**src/rtl/gen_word_fifo_pkg.sv**
```systemverilog
// Shared sizing for the inverted-word path: the default lane width and FIFO depth,
// plus the pointer-width derivation used by gen_word_fifo and its consumer stage.
package gen_word_fifo_pkg;

    localparam int WIDTH_DEF = 11;
    localparam int DEPTH_DEF = 4;

    function automatic int ptr_aw(input int depth);
        return $clog2(depth);
    endfunction

endpackage

```
**src/rtl/gen_word_fifo_reg.sv**
```systemverilog
// One FIFO entry: a WIDTH-bit register with async active-low reset, load enable
// and a synchronous clear so popped slots always read back as zero.
module gen_word_reg #(
    parameter int WIDTH = 11
) (
    input  logic             clk,
    input  logic             rstn,
    input  logic             load,
    input  logic             clr,
    input  logic [WIDTH-1:0] d,
    output logic [WIDTH-1:0] q
);

    // A slot is never loaded and popped in the same cycle, but load wins if it ever is.
    always_ff @(posedge clk or negedge rstn) begin
        if (!rstn) begin
            q <= '0;
        end else if (load) begin
            q <= d;
        end else if (clr) begin
            q <= '0;
        end
    end

endmodule

```
**src/rtl/gen_word_fifo.sv**
```systemverilog
// First-word-fall-through FIFO behind the inverter bank: valid/ready on both sides,
// registered count, sticky overflow. All state is plain clocked registers (TMR-friendly).
module gen_word_fifo
    import gen_word_fifo_pkg::*;
#(
    parameter int WIDTH = WIDTH_DEF,
    parameter int DEPTH = DEPTH_DEF
) (
    input  logic                          clk,
    input  logic                          rstn,
    input  logic [WIDTH-1:0]              in_word,
    input  logic                          in_valid,
    output logic                          in_ready,
    output logic [WIDTH-1:0]              out_word,
    output logic                          out_valid,
    input  logic                          out_ready,
    output logic [ptr_aw(DEPTH):0]        count,
    output logic                          overflow,
    input  logic                          clr_ovf
);

    localparam int AW = ptr_aw(DEPTH);

    logic [AW:0]      wr_ptr;
    logic [AW:0]      rd_ptr;
    logic [AW:0]      wr_ptr_nxt;
    logic [AW:0]      rd_ptr_nxt;
    logic             empty;
    logic             full;
    logic             push;
    logic             pop;
    logic [WIDTH-1:0] entry_q [DEPTH];

    // Extra pointer MSB distinguishes full from empty when the low bits match.
    always_comb begin
        empty      = (wr_ptr == rd_ptr);
        full       = (wr_ptr[AW] != rd_ptr[AW]) && (wr_ptr[AW-1:0] == rd_ptr[AW-1:0]);
        in_ready   = !full;
        out_valid  = !empty;
        push       = in_valid && in_ready;
        pop        = out_valid && out_ready;
        wr_ptr_nxt = wr_ptr + {{AW{1'b0}}, push};
        rd_ptr_nxt = rd_ptr + {{AW{1'b0}}, pop};
    end

    always_ff @(posedge clk or negedge rstn) begin
        if (!rstn) begin
            wr_ptr <= '0;
            rd_ptr <= '0;
            count  <= '0;
        end else begin
            wr_ptr <= wr_ptr_nxt;
            rd_ptr <= rd_ptr_nxt;
            count  <= wr_ptr_nxt - rd_ptr_nxt;
        end
    end

    // Set takes priority over clear so an offer in the clearing cycle is not lost.
    always_ff @(posedge clk or negedge rstn) begin
        if (!rstn) begin
            overflow <= 1'b0;
        end else if (in_valid && !in_ready) begin
            overflow <= 1'b1;
        end else if (clr_ovf) begin
            overflow <= 1'b0;
        end
    end

    for (genvar i = 0; i < DEPTH; i++) begin : entry
        gen_word_reg #(
            .WIDTH(WIDTH)
        ) u_reg (
            .clk (clk),
            .rstn(rstn),
            .load(push && (wr_ptr[AW-1:0] == AW'(i))),
            .clr (pop && (rd_ptr[AW-1:0] == AW'(i))),
            .d   (in_word),
            .q   (entry_q[i])
        );
    end

    // Empty slots are zero, so the head reads 0 whenever the FIFO is empty.
    always_comb begin
        out_word = entry_q[rd_ptr[AW-1:0]];
    end

endmodule
```
**config.mk**
```make
export PLATFORM = sky130hd
export DESIGN_NAME = gen_word_fifo
export DESIGN_NICKNAME = d
export VERILOG_FILES = /design/src/rtl/gen_word_fifo_pkg.sv /design/src/rtl/gen_word_fifo_reg.sv /design/src/rtl/gen_word_fifo.sv
export SDC_FILE = /design/constraint.sdc
export NUM_CORES = 1
export LEC_CHECK = 0
export ABC_AREA = 1
export BUFFER_PORTS_ARGS = -buffer_cell sky130_fd_sc_hd__buf_2
export CORE_MARGIN = 2
export CORE_UTILIZATION = 52
export CTS_BUF_LIST = sky130_fd_sc_hd__clkbuf_16
export DETAILED_ROUTE_END_ITERATION = 16
export PLACE_DENSITY = 0.74
export SLEW_MARGIN = 20
export SYNTH_ARGS = -nofsm -noshare
export SYNTH_HDL_FRONTEND = slang
export SYNTH_SLANG_ARGS = --single-unit
```
**constraint.sdc**
```tcl
create_clock -name clk -period 2.4 [get_ports clk]
set_input_delay 0.72 -clock clk [delete_from_list [all_inputs] [get_ports clk]]
set_output_delay 0.72 -clock clk [all_outputs]
set_load 0.01 [all_outputs]
```
==> metrics <==
status finished, final reports clean; DRT Pass-1 Iters 4; Vias/cell about 5.6; post-layout min period 2.36 ns; die width 74.8 um; vias in the first global route between 2000 and 2500; Mean Syn Cell Area around 8.5 um^2; row cnt 25; initial antenna violation count 0; first-pass GRT wire length 10800 um; Slew Viols, Final 0; Fill cells 440; CTS Sinks 54; final hold violations 0; core area 0.00479 mm^2; diodes inserted 0; Routed Antenna Nets 0; number of port buffers 32; startpoint types register; placed wire-length estimate approximately 4200 um; # setup viols final 0; routed wire length 6950 um; Setup TNS 0 ns; Worst Hold Class input pin to async pin; total gr overflow 0; CTS Buf Count 5; fin util 63.5%; Pwr Density 1490 mW/mm^2; Post-DP Area 0.00282 mm^2; full die area 0.00560 mm^2; Switching Share 42.9%; Layout area overhead 16.5%; largest net degree at the start of global routing 55; Cells after Synth 306; dpl ws -0.0366 ns; CP max FO 6; WP data required 1.68 ns; DRC Markers 0; htree depth 2; CP endpoint kind output pin; switching pwr about 1.9 mW; leak pwr 1.65 nW; fin area 0.00304 mm^2; sequential share of power 34.6%; Clock transition at path regs 0.07 ns; CTS root buf clkbuf_16; RSZ-0062 raised after global routing true; # IOs 33; clock network fraction of design power 18.0%; FF/Latch Area 0.00136 mm^2; Worst-Skew Late Latency just under 0.3 ns; P_int 2.58 mW; Netlist cell types 19; share of cells above drive strength 1 roughly a fifth; synth warn 0; drt wl/cell roughly 17 um; drt initial violations between 200 and 250; Rel. slew slack 61.3%; die height roughly 75 um; synthesized net count 327; gpl congestion a little over 0.8; sequential share of the synthesized area between 50% and 60%; actual slew at the worst max-slew pin 0.579 ns; FF+latch count, synth 54; Initial Util a little over half; Max-Cap Viols 0; worst vdd ir 0.931 mV; Critical Path AT approximately 1.6 ns; fin nets 359; via count approximately 2300; clk buf depth 2; FMAX roughly 0.42 GHz; GRT Util Overall 26.5%; CP Class register to output pin; CTS tree built; Logic pwr share 47.4%; final clock skew 0.00960 ns; period utilisation layout 98.4%; mapped cell area about 0.0026 mm^2; Final WS setup 0.0385 ns; multi-input logic area 0.00110 mm^2
==> cells by family after synthesis <==
family                     Yosys count  share of synthesized area (%)
and+or+nand+nor                    187                           31.8
xor gates and xnor gates             5                           1.68
adders and majority gates            5                           2.69
DFF                                 54                           51.8
AOI/OAI and AO/OA                   17                           4.84
buffers and inverters               38                           7.15
==> through the flow <==
step / instances / hold WS [ns] / power [mW]
global placement: 395 / 0.484 / 3.46
CTS: 403 / 0.429 / 4.35
finish: 406 / 0.402 / 4.52
detailed placement: 395 / 0.488 / 3.54
global route: 406 / 0.440 / 4.84
floorplan: 306 / 0.424 / 2.89
==> worst max-delay path, cell delays in order, from the launching register on <==
cell        delay [ns]
dfrtp_2           0.43
inv_1             0.08
nand2_2           0.12
clkinvlp_2        0.34
nand2_1           0.14
nand4_1           0.08
buf_2             0.15
==> Yosys cell counts <==
master,n,area (um^2)
nor2_1,6,22.5
nand3_1,89,445
fa_1,1,20.0
inv_1,18,67.6
nand2_2,1,6.26
ha_1,4,50.1
clkbuf_1,7,26.3
dfrtp_1,54,1350
xnor2_1,2,17.5
o22ai_1,1,6.26
nand4_1,1,6.26
inv_2,1,3.75
buf_2,5,25.0
nand2_1,88,330
xor2_1,3,26.3
nand3_2,2,20.0
a22oi_1,16,120
buf_6,3,33.8
buf_4,4,30.0
==> power by group through the flow <==
| stage | sequential (mW) | combinational (mW) | clock, mW |
|---|---|---|---|
| finish | 1.56 | 2.14 | 0.814 |
| global route | 1.61 | 2.38 | 0.853 |
| CTS | 1.54 | 1.99 | 0.816 |
| detailed placement | 1.55 | 1.99 | 0 |
| global placement | 1.54 | 1.91 | 0 |
| floorplan | 1.52 | 1.36 | 0 |
==> what timing repair did <==
action                                  CTS  global route
endpoints found under the setup margin    0             5
buffers inserted                          0             2
resized for setup                         0            10
hold buffers                              0             0
==> registers in the layout, summed over array words and instances (netlist names) <==
signal         cells
count              3
entry.u_reg.q     44
overflow           1
rd_ptr             3
wr_ptr             3
==> routing by layer <==
metal / part of all wire (%) / GRT usage [%]
met1: 42 / 38.1
met2: 48 / 42.7
met3: 8.3 / 4.82
met4: 1.6 / 5.36
met5: 0 / 0
==> final cells by class <==
cell class                 count  area share (%)
clock inverter                 3            1.36
timing repair buffer          43            8.40
tap                           67            2.76
clock buffer                   5            4.12
inverter                      19            2.47
sequential                    54            44.6
multi-input combinational    214            36.1
timing repair inverter         1           0.165
==> final timing paths <==
check                           depth (start not counted)  slack (ns)                 start                   end
worst max-delay path                                    6        0.04             rd_ptr[0]           out_word[9]
max in group asynchronous                               2        1.71                  rstn             wr_ptr[0]
worst max register to register                         10        0.07             rd_ptr[0]              count[2]
worst min-delay path                                    2        0.40                  rstn              count[0]
min in group clk                                        2        0.50  entry[2].u_reg.q[10]  entry[2].u_reg.q[10]
worst min register to register                          2        0.50  entry[2].u_reg.q[10]  entry[2].u_reg.q[10]
==> cells in the final DEF, fill, tap and decap left out, drive strengths merged <==
cell type and instances:
bufinv 1, xor2 3, ha 4, clkbuf 5, nand4 1, nand3 91
nand2 89, xnor2 2, nor2 6, o22ai 1, clkinvlp 3, fa 1
dfrtp 54, inv 19, a22oi 16, buf 43
Note: power is estimated with default switching activity, not from simulation.
